===== src/rtl/rr_burst_sched_if.sv =====
// Requester-side and shared-port signals of the round-robin burst scheduler.
// The master modport is the requester/downstream side; the slave modport is the scheduler.
interface rr_burst_sched_if #(
  parameter int unsigned REQ_NUM       = 4,
  parameter int unsigned REQ_NUM_WIDTH = 2,
  parameter int unsigned DATA_WIDTH    = 32
);
  logic [REQ_NUM-1:0]            req_valid;
  logic [REQ_NUM-1:0]            req_last;
  logic [REQ_NUM*DATA_WIDTH-1:0] req_data;
  logic [REQ_NUM-1:0]            req_ready;
  logic                          out_valid;
  logic                          out_last;
  logic [DATA_WIDTH-1:0]         out_data;
  logic [REQ_NUM_WIDTH-1:0]      out_id;
  logic                          out_ready;

  modport master (
    output req_valid, req_last, req_data, out_ready,
    input  req_ready, out_valid, out_last, out_data, out_id
  );

  modport slave (
    input  req_valid, req_last, req_data, out_ready,
    output req_ready, out_valid, out_last, out_data, out_id
  );
endinterface


===== src/rtl/rr_burst_sched.sv =====
// Round-robin scheduler sharing one valid/ready port among REQ_NUM packet sources.
// The grant is locked from arbitration until the accepted beat flagged last.
module rr_burst_sched #(
  parameter int unsigned REQ_NUM       = 4,
  parameter int unsigned REQ_NUM_WIDTH = 2,
  parameter int unsigned DATA_WIDTH    = 32
) (
  input  logic                     clk,
  input  logic                     rst,
  rr_burst_sched_if.slave          bus,
  output logic                     busy,
  output logic [REQ_NUM_WIDTH-1:0] priority_pnt
);

  typedef enum logic [0:0] {StIdle, StLock} state_e;

  state_e                   state_q, state_d;
  logic [REQ_NUM_WIDTH-1:0] pnt_q, pnt_d;
  logic [REQ_NUM_WIDTH-1:0] id_q, id_d;

  logic [REQ_NUM_WIDTH-1:0] win;
  logic                     found;
  int unsigned              idx;
  logic [REQ_NUM_WIDTH-1:0] idx_w;
  logic [DATA_WIDTH-1:0]    data_arr [REQ_NUM];

  always_comb begin
    for (int unsigned k = 0; k < REQ_NUM; k++) begin
      data_arr[k] = bus.req_data[k*DATA_WIDTH +: DATA_WIDTH];
    end
  end

  // First valid index scanning pnt, pnt+1, ... with wrap at REQ_NUM.
  always_comb begin
    found = 1'b0;
    win   = '0;
    idx   = 0;
    idx_w = '0;
    for (int unsigned i = 0; i < REQ_NUM; i++) begin
      idx = 32'(pnt_q) + i;
      if (idx >= REQ_NUM) idx = idx - REQ_NUM;
      idx_w = REQ_NUM_WIDTH'(idx);
      if (!found && bus.req_valid[idx_w]) begin
        found = 1'b1;
        win   = idx_w;
      end
    end
  end

  always_comb begin
    state_d       = state_q;
    pnt_d         = pnt_q;
    id_d          = id_q;
    bus.req_ready = '0;
    bus.out_valid = 1'b0;
    bus.out_last  = 1'b0;
    bus.out_data  = '0;
    unique case (state_q)
      StIdle: begin
        if (found) begin
          id_d    = win;
          state_d = StLock;
        end
      end
      StLock: begin
        bus.out_valid       = bus.req_valid[id_q];
        bus.out_last        = bus.req_last[id_q];
        bus.out_data        = data_arr[id_q];
        bus.req_ready[id_q] = bus.out_ready;
        if (bus.req_valid[id_q] && bus.out_ready && bus.req_last[id_q]) begin
          state_d = StIdle;
          // Explicit wrap so non-power-of-2 REQ_NUM never reaches an unused index.
          if (32'(id_q) == REQ_NUM - 1) pnt_d = '0;
          else                          pnt_d = id_q + REQ_NUM_WIDTH'(1);
        end
      end
      default: state_d = StIdle;
    endcase
  end

  always_ff @(posedge clk) begin
    if (rst) begin
      state_q <= StIdle;
      pnt_q   <= '0;
      id_q    <= '0;
    end else begin
      state_q <= state_d;
      pnt_q   <= pnt_d;
      id_q    <= id_d;
    end
  end

  assign busy         = (state_q == StLock);
  assign priority_pnt = pnt_q;
  assign bus.out_id   = id_q;

endmodule


===== src/flat_wrapper.sv =====
// flat-port wrapper written by rule: the top's interface ports become plain ports
module rr_burst_sched_flat 
#(
  parameter int unsigned REQ_NUM       = 4,
  parameter int unsigned REQ_NUM_WIDTH = 2,
  parameter int unsigned DATA_WIDTH    = 32
)
  (clk, rst, busy, priority_pnt, bus_req_valid, bus_req_last, bus_req_data, bus_out_ready, bus_req_ready, bus_out_valid, bus_out_last, bus_out_data, bus_out_id);
  rr_burst_sched_if #(.REQ_NUM(REQ_NUM), .REQ_NUM_WIDTH(REQ_NUM_WIDTH), .DATA_WIDTH(DATA_WIDTH)) bus_i ();
  input  logic clk;
  input  logic rst;
  output logic busy;
  output logic [REQ_NUM_WIDTH-1:0] priority_pnt;
  input wire logic [$bits(bus_i.req_valid)-1:0] bus_req_valid;
  input wire logic [$bits(bus_i.req_last)-1:0] bus_req_last;
  input wire logic [$bits(bus_i.req_data)-1:0] bus_req_data;
  input wire logic [$bits(bus_i.out_ready)-1:0] bus_out_ready;
  output wire logic [$bits(bus_i.req_ready)-1:0] bus_req_ready;
  output wire logic [$bits(bus_i.out_valid)-1:0] bus_out_valid;
  output wire logic [$bits(bus_i.out_last)-1:0] bus_out_last;
  output wire logic [$bits(bus_i.out_data)-1:0] bus_out_data;
  output wire logic [$bits(bus_i.out_id)-1:0] bus_out_id;
  assign bus_i.req_valid = bus_req_valid;
  assign bus_i.req_last = bus_req_last;
  assign bus_i.req_data = bus_req_data;
  assign bus_i.out_ready = bus_out_ready;
  assign bus_req_ready = bus_i.req_ready;
  assign bus_out_valid = bus_i.out_valid;
  assign bus_out_last = bus_i.out_last;
  assign bus_out_data = bus_i.out_data;
  assign bus_out_id = bus_i.out_id;
  rr_burst_sched #(.REQ_NUM(REQ_NUM), .REQ_NUM_WIDTH(REQ_NUM_WIDTH), .DATA_WIDTH(DATA_WIDTH)) u_core (.clk(clk), .rst(rst), .bus(bus_i), .busy(busy), .priority_pnt(priority_pnt));
endmodule

===== config.mk =====
export PLATFORM = sky130hd
export DESIGN_NAME = rr_burst_sched_flat
export DESIGN_NICKNAME = d
export VERILOG_FILES = /design/src/rtl/rr_burst_sched_if.sv /design/src/rtl/rr_burst_sched.sv /design/src/flat_wrapper.sv
export SDC_FILE = /design/constraint.sdc
export NUM_CORES = 1
export LEC_CHECK = 0
export CAP_MARGIN = 30
export CORE_MARGIN = 3
export CORE_UTILIZATION = 27
export CTS_BUF_LIST = sky130_fd_sc_hd__clkbuf_4
export DETAILED_ROUTE_END_ITERATION = 10
export PLACE_DENSITY = 0.83
export SKIP_CTS_REPAIR_TIMING = 1
export SLEW_MARGIN = 10
export SYNTH_ARGS = -nofsm -noshare
export SYNTH_HDL_FRONTEND = slang
export SYNTH_SLANG_ARGS = --single-unit

===== constraint.sdc =====
create_clock -name clk -period 2.6 [get_ports clk]
set_clock_uncertainty 0.1 [all_clocks]
set_input_delay 0.78 -clock clk [delete_from_list [all_inputs] [get_ports clk]]
set_output_delay 0.78 -clock clk [all_outputs]
set_load 0.02 [all_outputs]

# Yosys cells after proc, flatten, opt, wreduce, memory -nomap -nowiden
# Index checks and enable logic that the tools add are counted.
[classes]
magnitude_cmp = 11
eq_ne = 1
n_bitwise = 3
mux = 37
reduce_logical = 11
addsub = 8
[ops]
columns = ["cell", "count"]
rows = [
  ["32-bit 2-to-1 mux", 3],
  ["32-bit binary-select mux with 2-bit select", 1],
  ["2-bit 2-to-1 mux", 9],
  ["2-bit by 3-bit < comparator with 1-bit output, second input constant", 5],
  ["1-bit 2-to-1 mux", 15],
  ["1-bit binary-select mux with 2-bit select", 6],
  ["3-bit >= comparator, second input constant", 4],
  ["2-bit by 1-bit subtractor with 2-bit output, second input constant", 4],
  ["2-bit by 2-bit adder with 3-bit output, second input constant", 2],
  ["1-bit logical AND", 6],
  ["4-bit bitwise AND", 1],
  ["4-bit 2-to-1 mux", 1],
  ["2-bit AND reduction", 2],
  ["2-bit by 1-bit adder with 3-bit output, second input constant", 1],
  ["2-bit by 3-bit >= comparator with 1-bit output, second input constant", 1],
  ["1-bit zero test", 3],
  ["2-bit NOT with 3-bit output", 1],
  ["2-bit by 1-bit adder with 2-bit output, second input constant", 1],
  ["1-bit demux with 2-bit select", 1],
  ["2-bit == test, second input constant", 1],
  ["2-bit by 1-bit >= comparator with 1-bit output, second input constant", 1],
  ["1-bit one-hot mux with 2 select lines", 1],
  ["1-bit NOT", 1],
]
[word_totals]
ff_bits = 5
wordCells = 74
output_inout_bits = 43
input_bits = 139

# Longest topological paths before layout
[depth]
word_depth = 16
mapped_depth = 6
mapped_depth_nobuf = 4

# Least setup slack after synthesis
# OpenSTA, ideal clock, no wires.
[synth_path]
kind = "register to output"
start = "register u_core.id_q[0], in the netlist u_core.bus.out_id[0]"
end = "output port bus_out_data[10]"
n_path_buf = 2
path_stages_with_launch = 5
required_ns = 1.720
slack_ns = -0.116
t_arrival_ns = 1.836
path_cell_list = "dfxtp_1 > buf_2 > buf_4 > mux4_2 > and2_1"
[synth_between]
elab_chain_cells = 5
[synth_rtl]
columns = ["item", "line_no", "text"]
rows = [
  ["from (decl)", "rr_burst_sched.sv:19", "logic [REQ_NUM_WIDTH-1:0] id_q, id_d;"],
  ["from (signal assigned)", "rr_burst_sched.sv:89", "id_q <= id_d;"],
  ["2-bit NOT with 3-bit output (not written as such)", "rr_burst_sched.sv:68", "bus.out_data = data_arr[id_q];"],
  ["32-bit binary-select mux with 2-bit select", "rr_burst_sched.sv:68", ""],
  ["32-bit 2-to-1 mux (not written as such) (2 in series)", "rr_burst_sched.sv:68", ""],
  ["32-bit 2-to-1 mux", "rr_burst_sched.sv:58", "unique case (state_q)"],
  ["to (decl)", "flat_wrapper.sv:21", "output wire logic [$bits(bus_i.out_data)-1:0] bus_out_data;"],
]
# No other way between the ends. The select of a mux whose other input is x is not followed.

# Worst setup path after layout
[layout_path]
start = "input port bus_req_valid[3]"
end = "output port bus_out_valid"
[layout_between]
elab_chain_cells = 3
[layout_rtl]
columns = ["item", "line_no", "text"]
rows = [
  ["from (decl)", "flat_wrapper.sv:14", "input wire logic [$bits(bus_i.req_valid)-1:0] bus_req_valid;"],
  ["1-bit binary-select mux with 2-bit select", "rr_burst_sched.sv:66", "bus.out_valid = bus.req_valid[id_q];"],
  ["1-bit 2-to-1 mux (not written as such)", "rr_burst_sched.sv:66", ""],
  ["1-bit 2-to-1 mux", "rr_burst_sched.sv:58", ""],
  ["to (decl)", "flat_wrapper.sv:19", "output wire logic [$bits(bus_i.out_valid)-1:0] bus_out_valid;"],
]
# No other way between the ends. The select of a mux whose other input is x is not followed.

==> impl_metrics.json <==
{
  "coreArea_um2": 4910,
  "synth-warning-count": 0,
  "syn_area_um2": 1430,
  "r2r_cells": 6,
  "die_area_um2": 6190,
  "crit_fanout": 2,
  "avgSynthCellArea_um2": 11.0,
  "hold_path_depth": 2,
  "synth_edf_count": 0,
  "dieHeight_um": 78.7,
  "clk_pin_slew_ns": 0.04,
  "maxCapViolCount": 0,
  "area_delta_synth_final_pct": 177,
  "drc": 0,
  "detail_route.wl_per_cell_um": 20.6,
  "worstSetupEndpointType": "output pin",
  "status": "complete, but fails checks",
  "ys_top_cells_by_area": "mux4_2 (52%), and2_1 (14%), dfxtp_1 (7.0%)",
  "cts_buffers": 3,
  "stdcell_count": 392,
  "port_buffers": 181,
  "syn_nets": 273,
  "rr_startpoint": "u_core.bus.out_id[0]",
  "drive_gt1_share_pct": 39.3,
  "overflow": 0,
  "critical_path_class": "in -> out",
  "layout_setup_ws_ns": -0.283,
  "detail_route.first_pass.iterations": 4,
  "netlist_instances": 130,
  "period_share_pct": 111,
  "via_per_inst": 5.04,
  "cts_buffer_depth": 2,
  "routed_wl_um": 8060,
  "tightest_slew_ns": 0.318,
  "arrival_ns": 2.00,
  "fin_crit_ns": 2.88,
  "timing.fmax_ghz": 0.347,
  "synth-compound-area-share_pct": 4.91,
  "rows": 25,
  "final_antenna_net_count": 0,
  "setup_viol": 3,
  "synth_top_family_by_area": "multiplexers",
  "dp_cells": 385,
  "grt_antenna_before_repair": 1,
  "power_leakage_nw": 2.64,
  "grt_pass1_vias": 2069,
  "ir_worst_vdd_mv": 0.227,
  "synth_top_cell_by_area": "mux4_2",
  "clockRootBuffer": "clkbuf_4",
  "top_level_ports": 182,
  "die_w_um": 78.7,
  "synth.mux.area_fraction_pct": 56.1,
  "grt_use_total_pct": 22.1,
  "grt_max_degree": 29,
  "hold_class": "reg -> reg",
  "nNetsFinal": 467,
  "synth.distinct_cells": 29,
  "start_util_pct": 29.0,
  "ys_ff_latch": 5,
  "rsz0062_at_grt": "true",
  "start_kind": "primary input",
  "htreeDepth": 1,
  "ys_seq_area_share_pct": 7.02,
  "r2r_slack_ns": 0.71,
  "clock_latency_ns": 0.25,
  "r2r-end": "u_core.priority_pnt[0]",
  "grt_first_pass_wirelength_um": 10800,
  "hold_viol_final": 0,
  "yosys.area_share.simple_pct": 23.3,
  "multiInputGateArea_um2": 1330,
  "violations": "negative setup slack",
  "synthArstFlopShare_pct": 0,
  "powerDensity_nw_per_um2": 227,
  "post-route-util_pct": 80.5,
  "relSlewSlack_pct": 78.6,
  "fill_cells": 287,
  "routabilityCongestion": 0.822,
  "finalMaxSlewViolations": 0,
  "min_from": "u_core.priority_pnt[1]",
  "hpwl_um": 5870,
  "worstPathRequired_ns": 1.72,
  "synth_xor_area_share_pct": 0,
  "hold_path_end": "u_core.priority_pnt[1]",
  "synthFlopType": "dfxtp_1",
  "drt_iter0_markers": 58,
  "synth_adder_area_share_pct": 3.51,
  "synth_common_cells": "and2_1 (33), mux4_2 (33), a21oi_1 (6)",
  "cts_sinks": 5,
  "cts_tree": "yes",
  "route.vias.total": 1977,
  "synth.top_cell.area_share_pct": 52.1,
  "seq_area_um2": 105
}
## cell usage in the layout (no fill, tap or decap), drive strengths merged
cell type / n
inv: 4
o211a: 1
mux2i: 3
and2: 33
nor4: 1
nor3: 1
nor2: 4
and3: 4
or4: 1
dfxtp: 5
diode: 2
mux4: 33
ha: 4
dlymetal6s2s: 129
or3: 1
a2bb2oi: 1
a21oi: 6
nor2b: 1
nand2b: 4
o221ai: 1
o21a: 1
nand2: 5
buf: 53
clkbuf: 5
mux2: 2
clkdlybuf4s50: 18
or2: 1
o21ai: 1
## report_power, final
part / total, W / internal (W) / switching [W]
Sequential: 0.0000895 / 0.0000819 / 0.00000754
Combinational: 0.000705 / 0.000449 / 0.000255
Clock: 0.000105 / 0.0000687 / 0.0000358
## routing by layer
layer,track usage [%],vias up,routed length (um)
li1,-,892,-
met1,22.6,952,2760
met2,43.9,117,4430
met3,5.85,16,732
met4,5.07,0,139
met5,0,-,0
## worst max-delay path: stages
cell and delay, ns:
clkdlybuf4s50_1 0.41, mux4_2 0.48, and2_1 0.17, buf_2 0.15
## state kept, by name (all words and copies together) (netlist names)
name and count:
u_core.busy 1, u_core.priority_pnt 2, u_core.bus.out_id 2
## final cells by class
class / count / area share, %
multi-input combinational: 109 / 33.7
inverter: 4 / 0.380
tap: 67 / 2.12
sequential: 5 / 2.66
clock buffer: 4 / 0.760
timing repair buffer: 201 / 60.3
antenna: 2 / 0.127
## kinds of logic after synthesis
logic type	Yosys count
AND/OR/NAND/NOR	56
multiplexers	38
buffers and inverters	16
AO/OA/AOI/OAI	11
flip-flops	5
adder cells (fa/ha/maj)	4
## metrics by stage
step	instance area (um2)	setup WS [ns]	TNS [ns]	power, W	hold slack (ns)
floorplan	1430	0.0964	0	0.000369	0.511
detailed placement	3460	-0.670	-22.66	0.000753	0.460
finish	3950	-0.283	-0.742	0.000899	0.464
global placement	3460	-0.644	-21.94	0.000740	0.449
global route	3950	-0.320	-0.892	0.000954	0.515
CTS	3490	-0.678	-22.56	0.000862	0.471
## how the worst max path moves through the flow
stage	start	end	depth (start not counted)
2_1_floorplan	u_core.bus.out_id[1]	bus_out_data[13]	4
3_3_place_gp	bus_req_valid[3]	bus_out_valid	4
3_5_place_dp	bus_req_data[122]	bus_out_data[26]	4
4_1_cts	bus_req_data[122]	bus_out_data[26]	4
5_1_grt	bus_req_valid[3]	bus_out_valid	4
6_report	bus_req_valid[3]	bus_out_valid	4
No activity file was read; power rests on OpenSTA's default activity.
==> RTL change: new RTL, config.mk and constraints unchanged <==
`DATA_WIDTH` is set to 32 in 3 places; all go to 48.
--- a/src/rtl/rr_burst_sched_if.sv
+++ b/src/rtl/rr_burst_sched_if.sv
@@ -5,3 +5,3 @@
   parameter int unsigned REQ_NUM_WIDTH = 2,
-  parameter int unsigned DATA_WIDTH    = 32
+  parameter int unsigned DATA_WIDTH    = 48
 );
--- a/src/rtl/rr_burst_sched.sv
+++ b/src/rtl/rr_burst_sched.sv
@@ -5,3 +5,3 @@
   parameter int unsigned REQ_NUM_WIDTH = 2,
-  parameter int unsigned DATA_WIDTH    = 32
+  parameter int unsigned DATA_WIDTH    = 48
 ) (
--- a/src/flat_wrapper.sv
+++ b/src/flat_wrapper.sv
@@ -5,3 +5,3 @@
   parameter int unsigned REQ_NUM_WIDTH = 2,
-  parameter int unsigned DATA_WIDTH    = 32
+  parameter int unsigned DATA_WIDTH    = 48
 )
Interface: changed (resized bus_out_data and bus_req_data); port bits go from 182 to 262. The function was not compared with the original's and may differ.
==> RTL change against the original RTL <==
  * The run still ends with negative setup slack left
  * Wire length up 59%
  * Hold slack better by 0.040 ns
  * Design area increased by 45%
  * First-iteration DRC count increased by 43%
  * Sequential cell count stayed put
  * Setup slack better by 0.24 ns
  * Combinational power up 50%
  * Global-route usage grew 3.5 points
  * Total power is 39% higher
  * Synthesized area increased by 35%
  * Via count rose by 40%
  * Highest routed layer is now met5
==> RTL change: results (changes against the original RTL) <==
| Metric | Value |
|---|---|
| CP peak stage delay | `0.50 ns (+0.02 ns)` |
| Comb power frac | `84.7% (+6.3 points)` |
| R2r endpoint | `u_core.priority_pnt[0]` |
| Distinct cells, synth | `28 (-3.4%)` |
| Critical path peak fanout | `7 (+5)` |
| Initial antenna violation count | `6 (+5)` |
| Max VDD drop | `0.2128 mV (-6.4%)` |
| Reg2reg start | `u_core.bus.out_id[1]` |
| Arr. time, crit path | `1.77 ns (-0.23 ns)` |
| P_leak | `3.862 nW (+46%)` |
| Synth Area in XOR/XNOR | `0% (unchanged)` |
| Dpl hpwl | `9166 um (+56%)` |
| CP Capture Point | `bus_out_data[16]` |
| Max transition margin | `80.61% (+2.0 points)` |
| Post-Synth Adder-Cell Area | `2.594% (-0.91 points)` |
| CP max stage cell | `mux4_2` |
| Final worst slack | `-0.04701 ns (+0.2355 ns)` |
| Cell depth of the worst flop-to-flop path | `7 (+1)` |
| Clk_lat worst skew | `about 0.24 ns` |
| Top delay family on crit path | `multiplexers` |
| Synth Area in Compound Gates | `3.632% (-1.3 points)` |
| R2r setup slk | `0.56 ns (-0.15 ns)` |
| GPL Wtd Cong | `0.9017 (+9.7%)` |
| Kind of path behind the tightest hold check | `reg -> reg` |
| Fillers | `371 (+29%)` |
| Antenna Violating Nets Remaining | `0 (unchanged)` |
| Sw power | `0.0004223 W (+41%)` |
| Fraction of registers with async set/reset | `0% (unchanged)` |
| Crit path from | `u_core.bus.out_id[0]` |
| Final wirelength | `12840 um (+59%)` |
| Final setup vio count | `21 (+18)` |
| Ys Warns | `0 (unchanged)` |
| Port buffer count | `261 (+44%)` |
| CP Launch Type | `flip-flop` |
| Tot GR Track Use | `25.60% (+3.5 points)` |
| Drt first pass iters | `4 (unchanged)` |
| TritonCTS Buffers | `3 (unchanged)` |
| Placed instance area | `4793 um2 (+39%)` |
| Clk root buf | `clkbuf_4` |
| Mux cell area share after synthesis | `60.31% (+4.3 points)` |
| Top cells by count, synth | `and2_1, mux4_2, clkbuf_1` |
| Synth Flop Type | `dfxtp_1` |
| Outcome | `finished, violations left` |
| Largest net degree at the start of global routing | `41 (+41%)` |
| Layout net count | `654 (+40%)` |
| Sequential fraction of the synthesis area | `5.188% (-1.8 points)` |
| Syn_nets | `375 (+37%)` |
| Clock tree buffer depth | `2 (unchanged)` |
| Reg clk slew, reported paths | `0.04 ns (about the same)` |
| Layout cells sized above 1 | `43.95% (+4.6 points)` |
| Vias | `2762 (+40%)` |
| First-pass GRT wire length | `16440 um (+53%)` |
| Seq power | `0.0000916 W (+2.3%)` |
| DRT iter0 DRCs | `83 (+43%)` |
| Area contributors post-synth | `mux4_2, and2_1, dfxtp_1` |
| H-tree levels | `1 (unchanged)` |
| Failing checks | `negative setup slack` |
RTL change: cell type report:
cell class / count / area (um2) / share of cell area (%)
tap: 96 / 120.1 / 2.100
timing repair buffer: 292 / 3583 / 62.64
inverter: 4 / 15.01 / 0.2625
clock buffer: 4 / 30.03 / 0.5249
antenna: 6 / 15.01 / 0.2625
multi-input combinational: 141 / 1852 / 32.37
sequential: 5 / 105.1 / 1.837
RTL change: worst min-delay path by stage:
stage                           startpoint                      to  slack [ns]  cells past startpoint
floorplan           u_core.priority_pnt[1]  u_core.priority_pnt[1]        0.51                      2
detailed placement  u_core.priority_pnt[1]  u_core.priority_pnt[1]        0.48                      2
global route        u_core.priority_pnt[1]  u_core.priority_pnt[1]        0.53                      2
global placement    u_core.priority_pnt[1]  u_core.priority_pnt[1]        0.47                      2
CTS                 u_core.priority_pnt[1]  u_core.priority_pnt[1]        0.49                      2
finish              u_core.priority_pnt[1]  u_core.priority_pnt[1]        0.50                      2
RTL change: metal layers:
| layer | GRT usage (%) | share of wire, % | vias up |
|---|---|---|---|
| met5 | 0 | 0.13 | - |
| met4 | 7.781 | 2.5 | 2 |
| met3 | 6.417 | 5.4 | 24 |
| met2 | 46.94 | 55 | 137 |
| met1 | 28.99 | 37 | 1371 |
| li1 | - | - | 1228 |
RTL change: stage by stage:
step | power, W | std cells | utilization, % | setup TNS (ns) | worst slack (ns)
after floorplan | 0.0004848 | 168 | - | 0 | 0.02652
after global placement | 0.001011 | 524 | 69.78 | -32.31 | -0.7022
after detailed placement | 0.001029 | 524 | 69.78 | -33.24 | -0.7573
after CTS | 0.001134 | 528 | 70.22 | -33.33 | -0.7657
after global routing | 0.001315 | 547 | 83.24 | -1.894 | -0.09133
final | 0.001253 | 548 | 83.28 | -0.4595 | -0.04701
